**src/rtl/hilo_ctrl.sv**
```systemverilog
// hilo_ctrl: multiply sequencer and HI/LO register pair downstream of mult.
// Optional macro HILO_FWD_EN: done and the mult result are presented in the CAPTURE cycle.
module hilo_ctrl #(
    parameter int N         = 32,
    parameter int START_CYC = 2,
    parameter int MULT_LAT  = 34,
    parameter int CNT_W     = 6
) (
    input  logic         clk,
    input  logic         reset,
    input  logic         opStart,
    input  logic [N-1:0] opA,
    input  logic [N-1:0] opB,
    input  logic         mthi,
    input  logic         mtlo,
    input  logic [N-1:0] wrData,
    input  logic         mfSel,
    output logic [N-1:0] rdData,
    output logic         busy,
    output logic         done,
    output logic [N-1:0] multSrcA,
    output logic [N-1:0] multSrcB,
    output logic         multCtrl,
    input  logic [N-1:0] multHi,
    input  logic [N-1:0] multLo,
    output logic [N-1:0] hiOut,
    output logic [N-1:0] loOut
);
    typedef enum logic [1:0] {IDLE, START, WAIT, CAPTURE} state_t;
    localparam logic [CNT_W-1:0] START_LAST = CNT_W'(START_CYC - 1);
    localparam logic [CNT_W-1:0] LAT_LAST   = CNT_W'(MULT_LAT - 1);
    state_t state, state_nxt;
    logic [CNT_W-1:0] cnt, cnt_nxt;
    logic [N-1:0] hi, lo;
    always_ff @(posedge clk)
        if (reset) begin
            state <= IDLE;
            cnt   <= '0;
        end else begin
            state <= state_nxt;
            cnt   <= cnt_nxt;
        end
    always_comb begin
        state_nxt = state;
        cnt_nxt   = '0;
        case (state)
            IDLE:  state_nxt = opStart ? START : IDLE;
            START: begin
                state_nxt = cnt == START_LAST ? WAIT : START;
                cnt_nxt   = cnt == START_LAST ? '0 : cnt + CNT_W'(1);
            end
            WAIT:  begin
                state_nxt = cnt == LAT_LAST ? CAPTURE : WAIT;
                cnt_nxt   = cnt == LAT_LAST ? '0 : cnt + CNT_W'(1);
            end
            default: state_nxt = IDLE;
        endcase
    end
    // multCtrl is registered off the next state so it rises with START and falls with WAIT
    always_ff @(posedge clk)
        if (reset) begin
            hi       <= '0;
            lo       <= '0;
            multSrcA <= '0;
            multSrcB <= '0;
            multCtrl <= 1'b0;
        end else begin
            multCtrl <= state_nxt == START;
            if (state == CAPTURE) begin
                hi <= multHi;
                lo <= multLo;
            end else if (state == IDLE) begin
                if (mthi) hi <= wrData;
                if (mtlo) lo <= wrData;
                if (opStart) begin
                    multSrcA <= opA;
                    multSrcB <= opB;
                end
            end
        end
    assign hiOut = hi;
    assign loOut = lo;
`ifdef HILO_FWD_EN
    assign busy   = state == START || state == WAIT;
    assign done   = state == CAPTURE;
    assign rdData = state == CAPTURE ? (mfSel ? multHi : multLo) : (mfSel ? hi : lo);
`else
    logic done_q;
    always_ff @(posedge clk)
        if (reset) done_q <= 1'b0;
        else done_q <= state == CAPTURE;
    assign busy   = state != IDLE;
    assign done   = done_q;
    assign rdData = mfSel ? hi : lo;
`endif
endmodule

```
**config.mk**
```make
export PLATFORM = sky130hd
export DESIGN_NAME = hilo_ctrl
export DESIGN_NICKNAME = d
export VERILOG_FILES = /design/src/rtl/hilo_ctrl.sv
export SDC_FILE = /design/constraint.sdc
export NUM_CORES = 1
export LEC_CHECK = 0
export ABC_CLOCK_PERIOD_IN_PS = 2250
export CAP_MARGIN = 20
export CELL_PAD_IN_SITES_DETAIL_PLACEMENT = 0
export CELL_PAD_IN_SITES_GLOBAL_PLACEMENT = 1
export CORE_ASPECT_RATIO = 1.75
export CORE_MARGIN = 10
export CORE_UTILIZATION = 27
export CTS_BUF_LIST = sky130_fd_sc_hd__clkbuf_4 sky130_fd_sc_hd__clkbuf_8
export DETAILED_ROUTE_END_ITERATION = 7
export HOLD_SLACK_MARGIN = 0.08
export PLACE_DENSITY = 0.91
export SLEW_MARGIN = 20
export SYNTH_ARGS = -nofsm -noshare
export SYNTH_HDL_FRONTEND = slang
export SYNTH_SLANG_ARGS = --single-unit
```
**constraint.sdc**
```tcl
create_clock -name clk -period 2.25 [get_ports clk]
set_input_delay 0.3375 -clock clk [delete_from_list [all_inputs] [get_ports clk]]
set_output_delay 0.3375 -clock clk [all_outputs]
set_load 0.05 [all_outputs]
```
==> results.ini, run 1 <==
[clocking]
cts_htree_levels = 4
cts-root-buf = clkbuf_8
cts_hold_buf = 0
cts.clk_slew.worst_paths_ns = 0.08
numCtsBuffers = 17
cts_sinks = 138
postCtsSetupBuffers = 0
clockBufferDepth = 2
clock_latency_ns = 0.44
cts_tree = built
ctsResizeCount = 0

[logic_synthesis]
ys_seq_elements = 138
synth_ff_type = dfxtp_1
yosysMostFrequentCell = dfxtp_1
synthTopCellsByCount = dfxtp_1 (138), a21oi_1 (130), nand2_1 (130)
synth_edf_count = 0
syn-num-nets = 862
synth_area_leaders = dfxtp_1 (48%), a21oi_1 (11%), a211oi_1 (8.5%)
netlist_area_um2 = 5800
yosys_warnings = 0
async_flop_share_pct = 0
synth.top_cell.area_share_pct = 47.6
avgSynthCellArea_um2 = 8.40
syn-instance-count = 690
yosys.area.top_type = dfxtp_1
ys_seq_area_share_pct = 47.6
yosysUniqueCellTypes = 32

[worst_setup_path]
reg2reg_depth = 6
cp_top_family = buffers and inverters
crit_chain = clkdlybuf4s50_1
reg2reg_slack_ns = 0.47
max_stage_delay_ns = 0.90
endpoint = hiOut[30]
crit_type = reg2out
startpoint = hiOut[30]
crit_buf_inv = 1
required_ns = 1.91
timing.rr.end = loOut[16]
critPathArrivalTime_ns = 1.72
worst_setup_path_start_kind = flip-flop
endpoint_kind = output port
path_max_fanout = 3
crit_path_top_delay_cell = clkdlybuf4s50_1
path_depth = 1
timing.rr.start = state[0]

[global_route]
antenna_found_initial = 1
grt_max_degree = 66
grt_pass1_vias = 5789
met2_usage_pct = 27.1
grt_use_met1_pct = 14.4
top_usage_layer = met2
grt_use_met3_pct = 5.44
gr-total-overflow = 0
grt_usage_pct = 14.9
grt_pass1_wl_um = 32200

[placement]
pre_cts_ws_ns = 0.476
dp_hpwl_um = 16900
placement.cell_area_um2 = 9210
place.gp.congestion = 0.782
place_inst = 1222
port_buffers = 328

[floorplanning]
start_util_pct = 27.6
die_h_um = 214
die_x_um = 131
rows = 70
io-pin-count = 329
dieArea_um2 = 28000
core_area_um2 = 21000

[sta]
final-setup-viol-count = 0
setup-tns-final_ns = 0
layout_min_cycle_time_ns = 2.05
worstMarginPinSlew_ns = 0.632
rsz0062_at_grt = no
relSlewSlack_pct = 57.8
clock_skew_ns = 0.0138
min_period_over_period_pct = 91.3
drv_slew = 0
layout_setup_ws_ns = 0.195
fmax_mhz = 487
hold_viol_final = 0

[detailed_routing]
drt-total-wl_um = 21900
antenna_left = 0
firstDrtPassIters = 4
wl_per_cell_um = 17.4
post_drt_via_cell_ratio = 4.64
drc = 0
drt_iter0_drc = 205
num_vias = 5827

[power_and_ir_drop]
peakVddDrop_mv = 0.452
p_per_area_nw_per_um2 = 775
leakage_nw = 3.61

[cells_and_area]
fin_util_pct = 45.9
finalNonFillerCells = 1255
nets = 1161
drive_gt1_share_pct = 11.2
fillers = 2058
fin_area_um2 = 9640
syn_to_final_growth_pct = 66.2

[status]
outcome = finished, final reports clean

[worst_hold_path]
hold_path_class = in2reg

[flow_run]
drv_cap = 0

placed cells by master (no fill, tap or decap), types with 2 or more instances in the layout:
cell	synthesis	routed
clkdlybuf4s50_1	0	293
dfxtp_1	138	138
nand2_1	130	130
a21oi_1	130	130
a211oi_1	66	66
nor2_1	65	65
buf_4	6	37
nor2b_1	34	34
mux2_2	29	29
clkbuf_8	0	20
buf_12	0	7
nor3_1	5	5
ha_1	6	5
inv_1	4	4
mux2_1	3	3
bufinv_16	0	3
clkinvlp_4	0	3
diode_2	0	2
o21ai_0	2	2
o21ba_2	2	2
nand2b_1	2	2
nand3_1	2	2
xor2_1	2	2
clkinv_2	0	2
inv_6	0	2
worst min path at each step:
stage / start / to / slack (ns) / cells after the start
finish: reset / hiOut[9] / 0.22 / 2
global route: reset / hiOut[10] / 0.19 / 2
CTS: reset / hiOut[9] / 0.17 / 2
detailed placement: multSrcB[8] / multSrcB[8] / 0.45 / 2
global placement: multSrcB[8] / multSrcB[8] / 0.44 / 2
floorplan: cnt[0] / cnt[0] / 0.46 / 1
worst register-to-register path: cells and delay by family, from the launching register on:
kind                       cells  cell delay [ns]
and+or+nand+nor                1             0.12
AOI/OAI and AO/OA              2             0.50
buffers and inverters          2             0.33
DFF                            1             0.42
adders and majority gates      1             0.32
metrics by stage:
step | hold slack (ns) | power [W]
after floorplan | 0.460 | 0.00437
after global placement | 0.441 | 0.00535
after detailed placement | 0.446 | 0.00537
after CTS | 0.173 | 0.00759
after global routing | 0.192 | 0.00782
final | 0.220 | 0.00746
metal layers:
| metal | part of all wire, % | vias up |
|---|---|---|
| li1 | - | 2979 |
| met1 | 36 | 2616 |
| met2 | 54 | 209 |
| met3 | 8.1 | 23 |
| met4 | 2.4 | 0 |
| met5 | 0 | - |
kinds of logic (layout without fill, tap and decap cells):
logic type                 after synthesis  count (layout)  synth area share (%)
muxes                                   32              32                  6.21
and+or+nand+nor                        245             245                  18.3
other                                    0               2                     0
buffers and inverters                   62             373                  4.98
AOI/OAI and AO/OA                      204             204                  21.1
DFF                                    138             138                  47.6
xor gates and xnor gates                 3               3                 0.453
adders and majority gates                6               6                  1.29
flip-flops by register name, indices dropped and copies added (netlist names):
| name | flops |
|---|---|
| hiOut | 32 |
| loOut | 32 |
| multSrcA | 32 |
| multSrcB | 32 |
| cnt | 6 |
| state | 2 |
| done | 1 |
| multCtrl | 1 |
area by class of cell:
type / instances / area [um2] / area share [%]
inverters: 4 / 15.0 / 0.156
multi-input cells: 490 / 2760 / 28.7
well taps: 252 / 315 / 3.27
clock inverters: 10 / 140 / 1.45
clock buffers: 21 / 283 / 2.93
diodes: 2 / 5.00 / 0.0519
repair buffers: 338 / 3360 / 34.8
flip-flops and latches: 138 / 2760 / 28.7
where the power goes:
part,switching [W],total [W],internal [W]
combinational,0.00155,0.00248,0.000938
clock,0.000983,0.00218,0.00119
sequential,0.000152,0.00280,0.00265
total,0.00268,0.00746,0.00478
Power figures use the tool's default switching activity.
==> run 2, diff against run 1 <==
Settings changed: GPL_TIMING_DRIVEN set to 0, SLEW_MARGIN 20 to not set.
==> results.ini, run 2 (synthesized netlist as in run 1, its figures left out) <==
[cells_and_area]
syn_to_final_growth_pct = 66.5
fin_util_pct = 45.9  ; +0.095 points
layout_commonest_cell = clkdlybuf4s50_1
fillers = 2086  ; +1.4%
mostFrequentLayoutCells = clkdlybuf4s50_1 (294), dfxtp_1 (138), nand2_1 (130), a21oi_1 (130), a211oi_1 (66)
regArea_um2 = 2760  ; unchanged
nets = 1207  ; +4.0%
drive_gt1_share_pct = 9.27  ; -1.9 points
multi_input_area_um2 = 2750  ; -0.50%

[sta]
rsz0062_at_grt = no
relSlewSlack_pct = 58.0  ; +0.20 points
drv_slew = 0  ; unchanged
clock_skew_ns = 0.0177  ; +0.00397 ns
min_period_over_period_pct = 95.0  ; +3.7 points
final-setup-viol-count = 0  ; unchanged
layout_min_cycle_time_ns = 2.14  ; +0.0835 ns
hold_viol_final = 0  ; unchanged
fmax_mhz = 468  ; -3.9%
worstMarginPinSlew_ns = 0.631  ; -0.000992 ns
hold_ws_ns = 0.373  ; +0.153 ns

[global_route]
grt_usage_pct = 17.2  ; +2.3 points
grt_pass1_vias = 6386  ; +10%
grt_max_degree = 17  ; -74%
gr-total-overflow = 0  ; unchanged
grt_pass1_wl_um = 36500  ; +13%
antenna_found_initial = 0  ; -1

[flow_run]
drv_cap = 0  ; unchanged

[placement]
dp_hpwl_um = 20300  ; +20%
port_buffers = 326  ; -0.61%
place.gp.congestion = 0.793  ; +1.5%

[detailed_routing]
firstDrtPassIters = 4  ; unchanged
wl_per_cell_um = 19.3  ; +11%
antenna_left = 0  ; unchanged
drt_iter0_drc = 217  ; +5.9%
post_drt_via_cell_ratio = 4.72  ; +1.7%
drc = 0  ; unchanged
drt-total-wl_um = 25100  ; +15%
num_vias = 6134  ; +5.3%

[clocking]
cts_sinks = 138  ; unchanged
numCtsBuffers = 17  ; unchanged
cts.clk_slew.worst_paths_ns = 0.09  ; about the same
clockBufferDepth = 2  ; unchanged
cts_htree_levels = 4  ; unchanged
clock_latency_ns = 0.44  ; about the same
cts-root-buf = clkbuf_8
cts_tree = built
postCtsSetupBuffers = 0  ; unchanged

[power_and_ir_drop]
total_power_w = 0.00705  ; -5.5%
p_per_area_nw_per_um2 = 730  ; -5.7%
leakage_nw = 3.70  ; +2.6%
peakVddDrop_mv = 0.420  ; -7.0%

[worst_setup_path]
crit_type = reg2out
endpoint_kind = output port
critPathArrivalTime_ns = 1.80  ; +0.08 ns
worst_setup_path_start_kind = flip-flop
required_ns = 1.91  ; about the same
path_max_fanout = 3  ; unchanged

[worst_hold_path]
hold_path_class = in2reg

[floorplanning]
core_area_um2 = 21000  ; unchanged
die_x_um = 131  ; unchanged
die_h_um = 214  ; unchanged
rows = 70  ; unchanged
start_util_pct = 27.6  ; unchanged
io-pin-count = 329  ; unchanged
dieArea_um2 = 28000  ; unchanged

[status]
outcome = finished, final reports clean

[run 2: changes by cell type in the layout (fill, tap and decap cells not counted), sizes merged]
cell,before,now
dlygate4sd2,0,32
clkbuf,21,39
buf,45,36
clkinv,2,7
bufinv,3,0
clkinvlp,3,6
inv,6,4
clkdlybuf4s50,293,294
diode,2,1
[run 2: routing by layer]
metal	GRT usage, %	vias up	routed length [um]
li1	-	3044	-
met1	15.8	2834	8600
met2	33.1	232	13900
met5	0	-	0
met3	6.28	24	2130
met4	6.20	0	428
[run 2: final cells by class]
type	count	share of cell area, %
inverter	4	0.155
multi-input combinational	490	28.4
clock inverter	13	0.868
antenna	1	0.0259
tap	252	3.26
sequential	138	28.6
timing repair buffer	326	33.4
clock buffer	17	2.42
buffer	58	2.84
[run 2: path summary, 6_finish.rpt]
path / from / endpoint / slack, ns / depth (start not counted)
min: reset / state[0] / 0.37 / 4
max: loOut[31] / rdData[31] / 0.11 / 2
min reg2reg: multSrcA[28] / multSrcA[28] / 0.45 / 2
max reg2reg: state[1] / loOut[25] / 0.22 / 6
[run 2: report_power, final]
| part | internal [W] | switching [W] |
|---|---|---|
| clock network | 0.000735 | 0.00101 |
| logic | 0.000916 | 0.00159 |
| registers | 0.00265 | 0.000152 |
| total | 0.00430 | 0.00275 |
[run 2: critical path, stage by stage (launching register included)]
cell and delay [ns]:
dfxtp_1 0.37, mux2_2 0.16, clkdlybuf4s50_1 0.83
[run 2: through the flow]
step	setup slack, ns	setup TNS [ns]	instance area (um2)	std cells
floorplan	0.655	0	5800	690
global placement	-0.152	-3.52	9380	1268
detailed placement	-0.146	-3.52	9380	1268
CTS	0.0696	0	9660	1298
global route	0.0158	0	9660	1298
finish	0.112	0	9660	1299
[run 2: what timing repair did]
| item | in CTS | in global routing |
|---|---|---|
| hold buffers | 0 | 0 |
| resized for setup | 32 | 0 |
| endpoints found under the setup margin | 32 | 0 |
==> variant 1 (config.mk and constraints of run 1) <==
Build with the macro `HILO_FWD_EN` defined.
--- a/src/rtl/hilo_ctrl.sv
+++ b/src/rtl/hilo_ctrl.sv
@@ -2,2 +2,4 @@
 // Optional macro HILO_FWD_EN: done and the mult result are presented in the CAPTURE cycle.
+`define HILO_FWD_EN
+
 module hilo_ctrl #(
Check against the original RTL: same outputs for any inputs over 4 cycles, from zero or initial values and one cycle with reset high; that may be too few to reach the edited logic, so the function may still have changed.
==> variant 1 against run 1 <==
  * Routed wire length up 13%
  * Power down 0.44%
  * Final area up 6.5%
  * Setup slack worse by 0.12 ns
  * Via count up 6.5%
  * Register-to-register slack worse by 0.09 ns
  * Sequential cell count down 1
  * Cell count up 4.6%
  * Synthesized area up 6.3%
  * Largest power group unchanged
==> variant 1: results (changes against run 1) <==
| Metric | Value |
|---|---|
| First-pass GRT wire length | `36,100 um (+12%)` |
| Pwr Density | `724 nW/um^2 (-6.6%)` |
| Final GP Congestion | `0.785 (+0.45%)` |
| Maximum VDD drop | `0.000309 V (-32%)` |
| Synth cell count leaders | `dfxtp_1 (137), a21oi_1 (130), nand2_1 (130)` |
| Filler cells | `2,215 (+7.6%)` |
| Placed Area | `9650 sq um (+4.8%)` |
| HPWL Detailed | `18,500 um (+9.2%)` |
| Dpl ws | `0.385 ns (-0.0908 ns)` |
| Met3 GRT Util | `5.36% (-0.082 points)` |
| Met1 Use GR | `14.8% (+0.43 points)` |
| Met2 track utilization from global routing | `30.0% (+2.9 points)` |
| Vias in the first global route | `6,296 (+8.8%)` |
| Comb pwr | `2590 uW (+4%)` |
| Run status | `finished clean` |
| Pleak | `0.00374 uW (+3.7%)` |
| Max Clock Skew | `0.0108 ns (-0.00294 ns)` |
| Final WL | `24,600 um (+13%)` |
| Non-Filler Instances | `1,313 (+4.6%)` |
| Max incr delay on CP | `0.38 ns (-0.52 ns)` |
| FMAX | `459 MHz (-5.7%)` |
| Sw Pwr | `2750 uW (+2.5%)` |
| Largest net degree at the start of global routing | `61 (-7.6%)` |
| Sequential cell area fraction in the yosys report | `44.5% (-3.2 points)` |
| Worst-path cell with the longest stage delay | `dfxtp_2` |
-- variant 1: cell families (layout without fill, tap and decap cells) --
| family | after synthesis | in the layout | synth area share (%) |
|---|---|---|---|
| multiplexers | 32 | 32 | 11.7 |
| AND/OR/NAND/NOR | 244 | 244 | 17.1 |
| flip-flops | 137 | 137 | 44.5 |
| adder cells (fa/ha/maj) | 6 | 6 | 1.22 |
| AO/OA/AOI/OAI | 204 | 204 | 19.9 |
| other | 0 | 1 | 0 |
| buffers and inverters | 64 | 386 | 5.22 |
| XOR/XNOR | 3 | 3 | 0.426 |
-- variant 1: layout make-up --
class                           count  area, sq um  area share [%]
Timing Repair Buffer              351         3610            35.2
Multi-Input combinational cell    489         3120            30.3
Sequential cell                   137         2750            26.8
Tap cell                          300          375            3.66
Clock buffer                       19          262            2.55
Clock inverter                     13          145            1.41
Inverter                            3         11.3           0.110
Antenna cell                        1         2.50          0.0244
-- variant 1: path summary, 6_finish.rpt --
path                                          startpoint                   endpoint  depth (start not counted)
worst max-delay path                 state[0]$_SDFF_PP0_                 rdData[30]                          5
worst min-delay path                               reset  multSrcB[31]$_SDFFE_PP0P_                          2
worst max register to register       state[1]$_SDFF_PP0_  multSrcB[20]$_SDFFE_PP0P_                          7
worst min register to register  multSrcA[8]$_SDFFE_PP0P_   multSrcA[8]$_SDFFE_PP0P_                          2
-- variant 1: layer usage --
layer,up-vias,wire length [um]
met5,-,0
met4,0,443
met3,24,1810
met2,236,13900
met1,2888,8490
li1,3060,-
-- variant 1: timing repair --
item	in CTS	in global routing
cloned	1	4
setup buffers	1	3
setup endpoints to repair	30	13
pin swaps	1	1
resized for setup	5	8
==> variant 2 (flow settings as in run 1) <==
Made on the original files. The 4 states of `state_t` get a Gray code encoding in 2 bits.
--- a/src/rtl/hilo_ctrl.sv
+++ b/src/rtl/hilo_ctrl.sv
@@ -28,3 +28,3 @@
 );
-    typedef enum logic [1:0] {IDLE, START, WAIT, CAPTURE} state_t;
+    typedef enum logic [1:0] {IDLE = 2'b00, START = 2'b01, WAIT = 2'b11, CAPTURE = 2'b10} state_t;
     localparam logic [CNT_W-1:0] START_LAST = CNT_W'(START_CYC - 1);
Formal check against the unedited RTL: no difference found for any inputs over 4 cycles, from zero or initial values and one cycle with reset high; so few cycles prove little.
==> variant 2 against run 1 <==
  * Clock skew shrank 0.0026 ns
  * Final area is 2.0% lower
  * First-iteration DRC count grew 37%
  * Routed wire length is 3.0% higher
  * Register-to-register slack better by 0.05 ns
  * Sequential cell count unchanged
  * Synthesized area down 0.95%
  * Utilization decreased by 0.71 points
  * Setup slack got worse by 0.022 ns
  * Critical path depth is the same
  * Die area shrank 0.83%
  * Sequential power down 3%
  * Power down 12%
  * Critical path type unchanged
  * Highest routed layer is now met5
==> variant 2: results (changes against run 1) <==
| Metric | Value |
|---|---|
| Async S/R FF share, synth | `0% (unchanged)` |
| Max-Slew Margin vs Limit | `60.4% (+2.7 points)` |
| Clock Latency Late Sink | `0.46 ns (+0.02 ns)` |
| Routed wl met2 | `11,700 um (-0.72%)` |
| Metal3 WL | `2210 um (+24%)` |
| Syn_area_per_cell | `8.40 sq um (about the same)` |
| Final WL | `22,500 um (+3.0%)` |
| WL/cell | `18.0 um (+3.3%)` |
| Clock-pin slew of the registers on the worst-case setup and hold paths | `0.09 ns` |
| Post-synth net total | `852 (-1.2%)` |
| Layout cells sized above 1 | `11.6% (+0.43 points)` |
| Top Metal Used | `met5` |
| HPWL Detailed | `17,300 um (+2.1%)` |
| Met2 track utilization from global routing | `27.4% (+0.31 points)` |
| Max incr delay on CP | `0.85 ns (-0.05 ns)` |
| Vias in the first global route | `5,901 (+1.9%)` |
| Synth cell count leaders | `nand2_1 (225), dfxtp_1 (138), nor2_1 (73)` |
| Number of gates resized after CTS | `1 (+1)` |
| Run status | `finished clean` |
| Filler cells | `2,042 (-0.78%)` |
| Yosys cell types | `30 (-6.3%)` |
| Pleak | `0.00352 uW (-2.4%)` |
| GR Util All Layers | `15.6% (+0.71 points)` |
| Routed vias/inst | `4.69 (+1.0%)` |
| Sequential cell area fraction in the yosys report | `48.1% (+0.46 points)` |
| Met3 GRT Util | `7.00% (+1.6 points)` |
| First-pass GRT wire length | `33,400 um (+3.8%)` |
| DRT iter0 DRCs | `280 (+37%)` |
| Max Clock Skew | `0.0112 ns (-0.00256 ns)` |
| M1 WL | `8120 um (+3.6%)` |
| Placed instance count | `1,219 (-0.25%)` |
| Maximum VDD drop | `0.000345 V (-24%)` |
| Initial antenna violation count | `2 (+1)` |
| Largest net degree at the start of global routing | `65 (-1.5%)` |
| Top cells by area, synth | `dfxtp_1 (48%), nand2_1 (15%), a311oi_1 (9.8%)` |
| Final GP Congestion | `0.781 (-0.13%)` |
| Sw Pwr | `2340 uW (-13%)` |
variant 2: layout make-up:
type / count / area share, %
Antenna cell: 1 / 0.0265
Clock buffer: 20 / 2.91
Clock inverter: 11 / 0.768
Inverter: 2 / 0.0794
Multi-Input combinational cell: 484 / 27.2
Sequential cell: 138 / 29.2
Tap cell: 252 / 3.34
Timing Repair Buffer: 343 / 36.5
variant 2: final timing paths:
check | slack, ns | depth (start not counted) | startpoint | to
worst min-delay path | 0.31 | 2 | reset | hiOut[3]$_SDFFE_PP0P_
worst min register to register | 0.45 | 2 | multSrcA[14]$_SDFFE_PP0P_ | multSrcA[14]$_SDFFE_PP0P_
worst max register to register | 0.52 | 4 | state[1]$_SDFF_PP0_ | loOut[28]$_SDFFE_PP0P_
worst max-delay path | 0.17 | 1 | hiOut[11]$_SDFFE_PP0P_ | hiOut[11]
variant 2: power groups by stage:
| stage | clock (uW) | combinational (uW) | sequential, uW |
|---|---|---|---|
| global route | 1990 | 2150 | 2750 |
| detailed placement | 0 | 2060 | 2790 |
| global placement | 0 | 2050 | 2780 |
| CTS | 1900 | 2060 | 2730 |
| floorplan | 0 | 678 | 3330 |
| finish | 1810 | 2040 | 2730 |
variant 2: logic make-up (layout without fill, tap and decap cells):
family	count (synthesis)	in the layout	synth area share, %
AO/OA/AOI/OAI	137	137	16.5
XOR/XNOR	4	4	0.610
adder cells (fa/ha/maj)	2	2	0.436
buffers and inverters	62	376	7.30
flip-flops	138	138	48.1
multiplexers	32	32	6.27
other	0	1	0
AND/OR/NAND/NOR	309	309	20.8
variant 2: stage by stage:
step                instance area, sq um  power [uW]  setup WS, ns
global route                        9450        6900        0.0882
detailed placement                  9100        4840         0.371
floorplan                           5740        4010         0.656
global placement                    9100        4830         0.374
CTS                                 9450        6700        0.0884
finish                              9450        6580         0.173
